$ cat config.mk
export PLATFORM = sky130hd
export DESIGN_NAME = uu_rd_scoreboard_flat
export DESIGN_NICKNAME = d
export VERILOG_FILES = /design/src/rtl/uu_rd_scoreboard_pkg.sv /design/src/rtl/uu_rd_scoreboard_if.sv /design/src/rtl/uu_rd_scoreboard_entry.sv /design/src/rtl/uu_rd_scoreboard.sv /design/src/flat_wrapper.sv
export SDC_FILE = /design/constraint.sdc
export NUM_CORES = 1
export LEC_CHECK = 0
export CAP_MARGIN = 30
export CORE_UTILIZATION = 45
export CTS_CLUSTER_SIZE = 14
export DETAILED_ROUTE_END_ITERATION = 10
export PLACE_DENSITY = 0.74
export RECOVER_POWER = 100
export SLEW_MARGIN = 25
export SYNTH_ARGS = -nofsm -noshare
export SYNTH_HDL_FRONTEND = slang
export SYNTH_SLANG_ARGS = --single-unit
export TNS_END_PERCENT = 5
$ cat constraint.sdc
create_clock -name clk -period 5.6 [get_ports clk]
set_input_delay 0.84 -clock clk [delete_from_list [all_inputs] [get_ports clk]]
set_output_delay 0.84 -clock clk [all_outputs]
set_load 0.03 [all_outputs]
$ cat src/rtl/uu_rd_scoreboard_pkg.sv
// uu_rd_scoreboard_pkg: shared entry states and default sizes for the in-flight rd scoreboard
package raw_waw_pkg;
    typedef enum logic [1:0] {UU_IDLE, UU_BUSY, UU_KILLED} uu_state_t;
    localparam int UU_DIV_IDX = 0;
    localparam int RD_ADDR_WIDTH = 5;
    localparam int NUM_UU = 9;
endpackage

$ cat src/rtl/uu_rd_scoreboard_if.sv
// uu_rd_scoreboard_if: issue/retire/decode bundle of the multi-cycle unit rd scoreboard
// master drives issue, done, clear and decode operands; slave returns stored rd, flags and hazards
interface uu_rd_scoreboard_if
    import raw_waw_pkg::*;
#(
    parameter int num_rds       = NUM_UU,
    parameter int rd_addr_width = RD_ADDR_WIDTH
);
    logic [num_rds-1:0]                    issue_unit;
    logic [rd_addr_width-1:0]              issue_rd;
    logic                                  issue_reg_write;
    logic                                  issue_fp_write;
    logic [num_rds-1:0]                    unit_done;
    logic [num_rds-1:0]                    clear_rd;
    logic [rd_addr_width-1:0]              dec_rs1;
    logic [rd_addr_width-1:0]              dec_rs2;
    logic [rd_addr_width-1:0]              dec_rs3;
    logic                                  dec_rs1_fp;
    logic                                  dec_rs2_fp;
    logic                                  is_R4_instruction;
    logic [rd_addr_width-1:0]              dec_rd;
    logic                                  dec_reg_write;
    logic                                  dec_fp_write;
    logic [num_rds-1:0][rd_addr_width-1:0] rd_used;
    logic [num_rds-1:0]                    reg_write_unit;
    logic [num_rds-1:0]                    FP_reg_write_unit;
    logic [num_rds-1:0]                    all_uu_rd_busy;
    logic [num_rds-1:0]                    unit_occupied;
    logic                                  raw_stall;
    logic                                  waw_hit;
    logic                                  error_issue;
    modport master (
        output issue_unit, issue_rd, issue_reg_write, issue_fp_write, unit_done, clear_rd,
               dec_rs1, dec_rs2, dec_rs3, dec_rs1_fp, dec_rs2_fp, is_R4_instruction,
               dec_rd, dec_reg_write, dec_fp_write,
        input  rd_used, reg_write_unit, FP_reg_write_unit, all_uu_rd_busy, unit_occupied,
               raw_stall, waw_hit, error_issue
    );
    modport slave (
        input  issue_unit, issue_rd, issue_reg_write, issue_fp_write, unit_done, clear_rd,
               dec_rs1, dec_rs2, dec_rs3, dec_rs1_fp, dec_rs2_fp, is_R4_instruction,
               dec_rd, dec_reg_write, dec_fp_write,
        output rd_used, reg_write_unit, FP_reg_write_unit, all_uu_rd_busy, unit_occupied,
               raw_stall, waw_hit, error_issue
    );
endinterface

$ cat src/rtl/uu_rd_scoreboard_entry.sv
// uu_rd_entry: one tracked unit - IDLE/BUSY/KILLED FSM, stored rd and file bits, per-source hazard matches
// in: issue/done/clear for this unit, issuing rd+types, decode sources and rd
// out: stored rd/types, busy, occupied, raw/waw match, illegal-issue pulse
module uu_rd_entry
    import raw_waw_pkg::*;
#(
    parameter int rd_addr_width = RD_ADDR_WIDTH
)(
    input  logic                     clk,
    input  logic                     reset,
    input  logic                     i_issue,
    input  logic [rd_addr_width-1:0] i_issue_rd,
    input  logic                     i_issue_int,
    input  logic                     i_issue_fp,
    input  logic                     i_done,
    input  logic                     i_clear,
    input  logic [rd_addr_width-1:0] i_rs1,
    input  logic [rd_addr_width-1:0] i_rs2,
    input  logic [rd_addr_width-1:0] i_rs3,
    input  logic                     i_rs1_fp,
    input  logic                     i_rs2_fp,
    input  logic                     i_r4,
    input  logic [rd_addr_width-1:0] i_rd,
    input  logic                     i_rd_int,
    input  logic                     i_rd_fp,
    output logic [rd_addr_width-1:0] o_rd,
    output logic                     o_int,
    output logic                     o_fp,
    output logic                     o_busy,
    output logic                     o_occupied,
    output logic                     o_raw,
    output logic                     o_waw,
    output logic                     o_err
);
    uu_state_t r_state, w_next;
    logic [rd_addr_width-1:0] r_rd;
    logic r_int, r_fp, r_live, w_load, w_pend;
    // a same-cycle done frees the unit, so issue is accepted back-to-back
    assign w_load = i_issue && (r_state == UU_IDLE || i_done);
    always_comb begin
        w_next = r_state;
        w_next = w_load ? UU_BUSY :
                 i_issue ? r_state :
                 i_done ? UU_IDLE :
                 (i_clear && r_state == UU_BUSY) ? UU_KILLED : r_state;
    end
    always_ff @(posedge clk or posedge reset) begin
        if (reset) begin
            r_state <= UU_IDLE;
            r_rd    <= '0;
            r_int   <= 1'b0;
            r_fp    <= 1'b0;
            r_live  <= 1'b0;
        end else begin
            r_state <= w_next;
            if (w_load) begin
                r_rd   <= i_issue_rd;
                r_int  <= i_issue_int;
                r_fp   <= i_issue_fp;
                // no architectural write (no file, or int x0): occupancy only
                r_live <= i_issue_fp || (i_issue_int && i_issue_rd != '0);
            end
        end
    end
    // result retiring this cycle is bypassed from MEM, so it no longer blocks decode
    assign w_pend = o_busy && !i_done;
    function automatic logic f_match(input logic [rd_addr_width-1:0] src, input logic src_fp);
        return w_pend && r_rd == src && (src_fp ? r_fp : (r_int && src != '0));
    endfunction
    assign o_rd       = r_rd;
    assign o_int      = r_int;
    assign o_fp       = r_fp;
    assign o_busy     = r_state == UU_BUSY && r_live;
    assign o_occupied = r_state != UU_IDLE;
    assign o_raw      = f_match(i_rs1, i_rs1_fp) || f_match(i_rs2, i_rs2_fp) || (i_r4 && f_match(i_rs3, 1'b1));
    assign o_waw      = (i_rd_int && f_match(i_rd, 1'b0)) || (i_rd_fp && f_match(i_rd, 1'b1));
    assign o_err      = i_issue && !w_load;
endmodule

$ cat src/rtl/uu_rd_scoreboard.sv
// uu_rd_scoreboard: tracks rd of every in-flight multi-cycle unit and flags decode RAW/WAW hazards
// clk, reset (async active-high); bus (slave): issue/done/clear/decode in, rd_used/flags/hazards out
module uu_rd_scoreboard
    import raw_waw_pkg::*;
#(
    parameter int num_rds       = NUM_UU,
    parameter int rd_addr_width = RD_ADDR_WIDTH
)(
    input logic               clk,
    input logic               reset,
    uu_rd_scoreboard_if.slave bus
);
    logic [num_rds-1:0] w_raw, w_waw, w_err, w_int, w_fp, w_busy, w_occ;
    logic [num_rds-1:0][rd_addr_width-1:0] w_rd;
    logic r_error_issue;
    generate
        for (genvar g = 0; g < num_rds; g++) begin : g_entry
            uu_rd_entry #(.rd_addr_width(rd_addr_width)) u_entry (
                .clk        (clk),
                .reset      (reset),
                .i_issue    (bus.issue_unit[g]),
                .i_issue_rd (bus.issue_rd),
                .i_issue_int(bus.issue_reg_write),
                .i_issue_fp (bus.issue_fp_write),
                .i_done     (bus.unit_done[g]),
                .i_clear    (bus.clear_rd[g]),
                .i_rs1      (bus.dec_rs1),
                .i_rs2      (bus.dec_rs2),
                .i_rs3      (bus.dec_rs3),
                .i_rs1_fp   (bus.dec_rs1_fp),
                .i_rs2_fp   (bus.dec_rs2_fp),
                .i_r4       (bus.is_R4_instruction),
                .i_rd       (bus.dec_rd),
                .i_rd_int   (bus.dec_reg_write),
                .i_rd_fp    (bus.dec_fp_write),
                .o_rd       (w_rd[g]),
                .o_int      (w_int[g]),
                .o_fp       (w_fp[g]),
                .o_busy     (w_busy[g]),
                .o_occupied (w_occ[g]),
                .o_raw      (w_raw[g]),
                .o_waw      (w_waw[g]),
                .o_err      (w_err[g])
            );
        end
    endgenerate
    always_ff @(posedge clk or posedge reset) begin
        if (reset) r_error_issue <= 1'b0;
        else if (|w_err) r_error_issue <= 1'b1;
    end
    assign bus.rd_used           = w_rd;
    assign bus.reg_write_unit    = w_int;
    assign bus.FP_reg_write_unit = w_fp;
    assign bus.all_uu_rd_busy    = w_busy;
    assign bus.unit_occupied     = w_occ;
    assign bus.raw_stall         = |w_raw;
    assign bus.waw_hit           = |w_waw;
    assign bus.error_issue       = r_error_issue;
endmodule

$ cat src/flat_wrapper.sv
// flat-port wrapper written by rule: the top's interface ports become plain ports
module uu_rd_scoreboard_flat import raw_waw_pkg::*;
#(
    parameter int num_rds       = NUM_UU,
    parameter int rd_addr_width = RD_ADDR_WIDTH
)
  (clk, reset, bus_issue_unit, bus_issue_rd, bus_issue_reg_write, bus_issue_fp_write, bus_unit_done, bus_clear_rd, bus_dec_rs1, bus_dec_rs2, bus_dec_rs3, bus_dec_rs1_fp, bus_dec_rs2_fp, bus_is_R4_instruction, bus_dec_rd, bus_dec_reg_write, bus_dec_fp_write, bus_rd_used, bus_reg_write_unit, bus_FP_reg_write_unit, bus_all_uu_rd_busy, bus_unit_occupied, bus_raw_stall, bus_waw_hit, bus_error_issue);
  uu_rd_scoreboard_if #(.num_rds(num_rds), .rd_addr_width(rd_addr_width)) bus_i ();
  input logic clk;
  input logic reset;
  input wire logic [$bits(bus_i.issue_unit)-1:0] bus_issue_unit;
  input wire logic [$bits(bus_i.issue_rd)-1:0] bus_issue_rd;
  input wire logic [$bits(bus_i.issue_reg_write)-1:0] bus_issue_reg_write;
  input wire logic [$bits(bus_i.issue_fp_write)-1:0] bus_issue_fp_write;
  input wire logic [$bits(bus_i.unit_done)-1:0] bus_unit_done;
  input wire logic [$bits(bus_i.clear_rd)-1:0] bus_clear_rd;
  input wire logic [$bits(bus_i.dec_rs1)-1:0] bus_dec_rs1;
  input wire logic [$bits(bus_i.dec_rs2)-1:0] bus_dec_rs2;
  input wire logic [$bits(bus_i.dec_rs3)-1:0] bus_dec_rs3;
  input wire logic [$bits(bus_i.dec_rs1_fp)-1:0] bus_dec_rs1_fp;
  input wire logic [$bits(bus_i.dec_rs2_fp)-1:0] bus_dec_rs2_fp;
  input wire logic [$bits(bus_i.is_R4_instruction)-1:0] bus_is_R4_instruction;
  input wire logic [$bits(bus_i.dec_rd)-1:0] bus_dec_rd;
  input wire logic [$bits(bus_i.dec_reg_write)-1:0] bus_dec_reg_write;
  input wire logic [$bits(bus_i.dec_fp_write)-1:0] bus_dec_fp_write;
  output wire logic [$bits(bus_i.rd_used)-1:0] bus_rd_used;
  output wire logic [$bits(bus_i.reg_write_unit)-1:0] bus_reg_write_unit;
  output wire logic [$bits(bus_i.FP_reg_write_unit)-1:0] bus_FP_reg_write_unit;
  output wire logic [$bits(bus_i.all_uu_rd_busy)-1:0] bus_all_uu_rd_busy;
  output wire logic [$bits(bus_i.unit_occupied)-1:0] bus_unit_occupied;
  output wire logic [$bits(bus_i.raw_stall)-1:0] bus_raw_stall;
  output wire logic [$bits(bus_i.waw_hit)-1:0] bus_waw_hit;
  output wire logic [$bits(bus_i.error_issue)-1:0] bus_error_issue;
  assign bus_i.issue_unit = bus_issue_unit;
  assign bus_i.issue_rd = bus_issue_rd;
  assign bus_i.issue_reg_write = bus_issue_reg_write;
  assign bus_i.issue_fp_write = bus_issue_fp_write;
  assign bus_i.unit_done = bus_unit_done;
  assign bus_i.clear_rd = bus_clear_rd;
  assign bus_i.dec_rs1 = bus_dec_rs1;
  assign bus_i.dec_rs2 = bus_dec_rs2;
  assign bus_i.dec_rs3 = bus_dec_rs3;
  assign bus_i.dec_rs1_fp = bus_dec_rs1_fp;
  assign bus_i.dec_rs2_fp = bus_dec_rs2_fp;
  assign bus_i.is_R4_instruction = bus_is_R4_instruction;
  assign bus_i.dec_rd = bus_dec_rd;
  assign bus_i.dec_reg_write = bus_dec_reg_write;
  assign bus_i.dec_fp_write = bus_dec_fp_write;
  assign bus_rd_used = bus_i.rd_used;
  assign bus_reg_write_unit = bus_i.reg_write_unit;
  assign bus_FP_reg_write_unit = bus_i.FP_reg_write_unit;
  assign bus_all_uu_rd_busy = bus_i.all_uu_rd_busy;
  assign bus_unit_occupied = bus_i.unit_occupied;
  assign bus_raw_stall = bus_i.raw_stall;
  assign bus_waw_hit = bus_i.waw_hit;
  assign bus_error_issue = bus_i.error_issue;
  uu_rd_scoreboard #(.num_rds(num_rds), .rd_addr_width(rd_addr_width)) u_core (.clk(clk), .reset(reset), .bus(bus_i));
endmodule
==> results.sh <==
export IMPL_cp_cell_sequence="clkdlybuf4s50_1, buf_4, or4_1, o21a_1, a22o_1, a21oi_2, o41ai_1, or4_1, dlygate4sd3_1"
export IMPL_fp_dieW_um=125
export IMPL_p_leak_nw=3.39
export IMPL_drive_gt1_share_pct=13.8
export IMPL_initial_core_util_pct=46.4
export IMPL_fin_cells=987
export IMPL_clk_pin_slew_ps=60
export IMPL_min_period_ps=4980
export IMPL_worst_slew_pin_slew_ps=1510
export IMPL_clockBufferDepth=2
export IMPL_grt_max_degree=61
export IMPL_ys_async_sr_fraction_pct=100
export IMPL_synth_top_flop_cell="dfrtp_1"
export IMPL_post_route_period_util_pct=89.0
export IMPL_grt_pass1_wl_um=36300
export IMPL_grt_setup_unrepaired="no"
export IMPL_critPathMaxFanout=10
export IMPL_ant_nets=0
export IMPL_crit_path_start="bus_dec_rd[1]"
export IMPL_powerDensity_mw_per_mm2=290
export IMPL_coreArea_sq_mm=0.0146
export IMPL_num_antenna_cells=0
export IMPL_fp_dieArea_sq_mm=0.0156
export IMPL_ctsHoldBuffers=0
export IMPL_combPwrFrac_pct=36.4
export IMPL_finalSetupViolCount=0
export IMPL_pwr_share_seq_pct=39.2
export IMPL_routed_wl_um=23800
export IMPL_dp_cells=971
export IMPL_synth_edf_count=0
export IMPL_synth_seq_cells=91
export IMPL_grtUsageTotal_pct=31.6
export IMPL_tns_ps=0
export IMPL_power_internal_w=0.00146
export IMPL_fillers=1336
export IMPL_drc=22
export IMPL_dp_hpwl_um=17500
export IMPL_status="finished with violations"
export IMPL_ys_top_cells_by_count="xor2_1 (99), dfrtp_1 (91), xnor2_1 (81), mux2_2 (63), clkbuf_1 (42)"
export IMPL_synthTopCellsByArea="dfrtp_1 (34%), xor2_1 (13%), mux2_2 (10%)"
export IMPL_grt_pass1_vias=6155
export IMPL_netSwitchingFraction_pct=39.8
export IMPL_wl_per_cell_um=24.1
export IMPL_place_gp_congestion=1.03
export IMPL_syn_avg_cell_area_sq_um=9.34
export IMPL_violations="DRC, capacitance limit, slew limit"
export IMPL_required_ps=4760
export IMPL_cts_setup_buffers=0
export IMPL_p_switching_w=0.000966
export IMPL_antenna_found_initial=0
export IMPL_clk_latency_ps=350
export IMPL_yosys_warnings=0
export IMPL_max_freq_mhz=201
export IMPL_end_kind="primary output"
export IMPL_hp_start="u_core.g_entry[5].u_entry.r_live"
export IMPL_worstSetupPathType="primary input to primary output"
export IMPL_worstSetupStartpointType="primary input"
export IMPL_yosysMostFrequentCell="xor2_1"
export IMPL_h_tree_depth=3
export IMPL_cap_violations=1
export IMPL_synth_cells=727
export IMPL_firstDrtPassIters=8
export IMPL_viasPerCell=5.94
export IMPL_synth_cell_types=49
export IMPL_crit_arrival_ps=4140
export IMPL_worst_path_most_repeated_cell="or4_1"
export IMPL_hp_class="flop to flop"
export IMPL_ir_drop_mv=0.152
export IMPL_syn2layout_area_growth_pct=23.0
export IMPL_syn_area_sq_mm=0.00679
export IMPL_yosysTopAreaCell="dfrtp_1"
export IMPL_worst_path_max_delay_cell="dlygate4sd3_1"
export IMPL_yosysSeqAreaShare_pct=33.5
export IMPL_clock_sinks=91
export IMPL_finClkSkew_ps=8.63
export IMPL_synth_top_area_share_pct=33.5
export IMPL_num_vias=5859
export IMPL_ctsResizeCount=0
export IMPL_gr_total_overflow=0
export IMPL_max_stage_delay_ps=710
export IMPL_ioPinCount=145
export IMPL_slew_violations=61
export IMPL_root_buffer="clkbuf_16"
export IMPL_cts_buffers=9
export IMPL_tritoncts="done"
export IMPL_die_y_um=125
export IMPL_io_buffers=144
export IMPL_syn_nets=788
export IMPL_drtIter0Drc=359
export IMPL_clockPowerShare_pct=24.4
export IMPL_rrSetupSlack_ps=3470
export IMPL_rr_startpoint="u_core.g_entry[8].u_entry.r_state[1]"
export IMPL_max_slew_margin_pct=-0.807
export IMPL_rows=44
export IMPL_finalHoldViolCount=0
export IMPL_fin_nets=859
-- metrics by stage --
stage          worst slack (ps)  util (%)  hold WS [ps]  area [sq um]  total power [W]
2_1_floorplan              1950         -           442          6790          0.00156
3_3_place_gp                712      55.1           461          8070          0.00186
3_5_place_dp                728      55.1           466          8070          0.00188
4_1_cts                     727      57.1           480          8360          0.00247
5_1_grt                     523      57.0           526          8350          0.00254
6_report                    616      57.0           481          8350          0.00242
-- flip-flops by register name, summed over array words and instances (netlist names) --
name / count
u_core.g_entry.u_entry.r_state: 18
u_core.g_entry.u_entry.o_fp: 9
u_core.g_entry.u_entry.o_int: 9
u_core.bus.error_issue: 1
u_core.g_entry.u_entry.o_rd: 45
u_core.g_entry.u_entry.r_live: 9
-- cells in the final DEF, fill, tap and decap left out, drive strengths merged, types with 5 or more instances in the layout --
master | Yosys | final
a21oi | 17 | 17
a22oi | 13 | 13
a31o | 7 | 7
a31oi | 5 | 5
and2 | 5 | 5
and3b | 7 | 7
buf | 65 | 24
clkbuf | 45 | 11
clkdlybuf4s50 | 0 | 40
dfrtp | 91 | 91
dlygate4sd3 | 0 | 104
inv | 36 | 36
mux2 | 63 | 63
nand2 | 21 | 21
nand2b | 6 | 6
nand4 | 30 | 30
nor2 | 29 | 29
nor3 | 13 | 13
nor4 | 21 | 21
o2111ai | 5 | 5
o21ai | 25 | 25
xnor2 | 81 | 81
xor2 | 99 | 99
-- final timing paths --
| check | end | cells past startpoint |
|---|---|---|
| max reg2reg | u_core.g_entry[8].u_entry.o_fp | 3 |
| min in group asynchronous | u_core.g_entry[2].u_entry.o_rd[2] | 2 |
| max in group asynchronous | u_core.g_entry[5].u_entry.o_rd[3] | 3 |
| max | bus_waw_hit | 9 |
| min | u_core.g_entry[5].u_entry.r_live | 2 |
| min reg2reg | u_core.g_entry[5].u_entry.r_live | 2 |
-- critical path, delay by kind of cell --
family	cells	cell delay (ps)
AO/OA/AOI/OAI	4	890
buffers and inverters	3	1340
AND/OR/NAND/NOR	2	1070
-- layout make-up --
type / count / area, sq um / area share (%)
tap: 184 / 230 / 2.76
multi-input combinational: 490 / 3790 / 45.4
timing repair buffer: 170 / 1630 / 19.5
clock buffer: 9 / 225 / 2.70
clock inverter: 7 / 65.1 / 0.779
inverter: 36 / 136 / 1.63
sequential: 91 / 2280 / 27.3
-- kinds of logic after synthesis --
logic type | share of synthesized area [%]
XOR/XNOR | 23.2
AND/OR/NAND/NOR | 12.0
buffers and inverters | 10.7
AO/OA/AOI/OAI | 10.1
flip-flops | 33.5
multiplexers | 10.4
-- power by group through the flow --
stage          clock, W  sequential (W)  combinational, W
5_1_grt        0.000634        0.000966          0.000941
3_3_place_gp          0        0.000959          0.000901
2_1_floorplan         0        0.000922          0.000641
4_1_cts        0.000599        0.000950          0.000922
3_5_place_dp          0        0.000962          0.000917
6_report       0.000590        0.000951          0.000883
-- metal layers --
metal | track usage [%] | routed length [um]
met3 | 5.71 | 1670
met4 | 18.4 | 1210
met2 | 52.3 | 11400
met5 | 0 | 0
met1 | 38.4 | 9510
No activity file was read; power rests on OpenSTA's default activity.
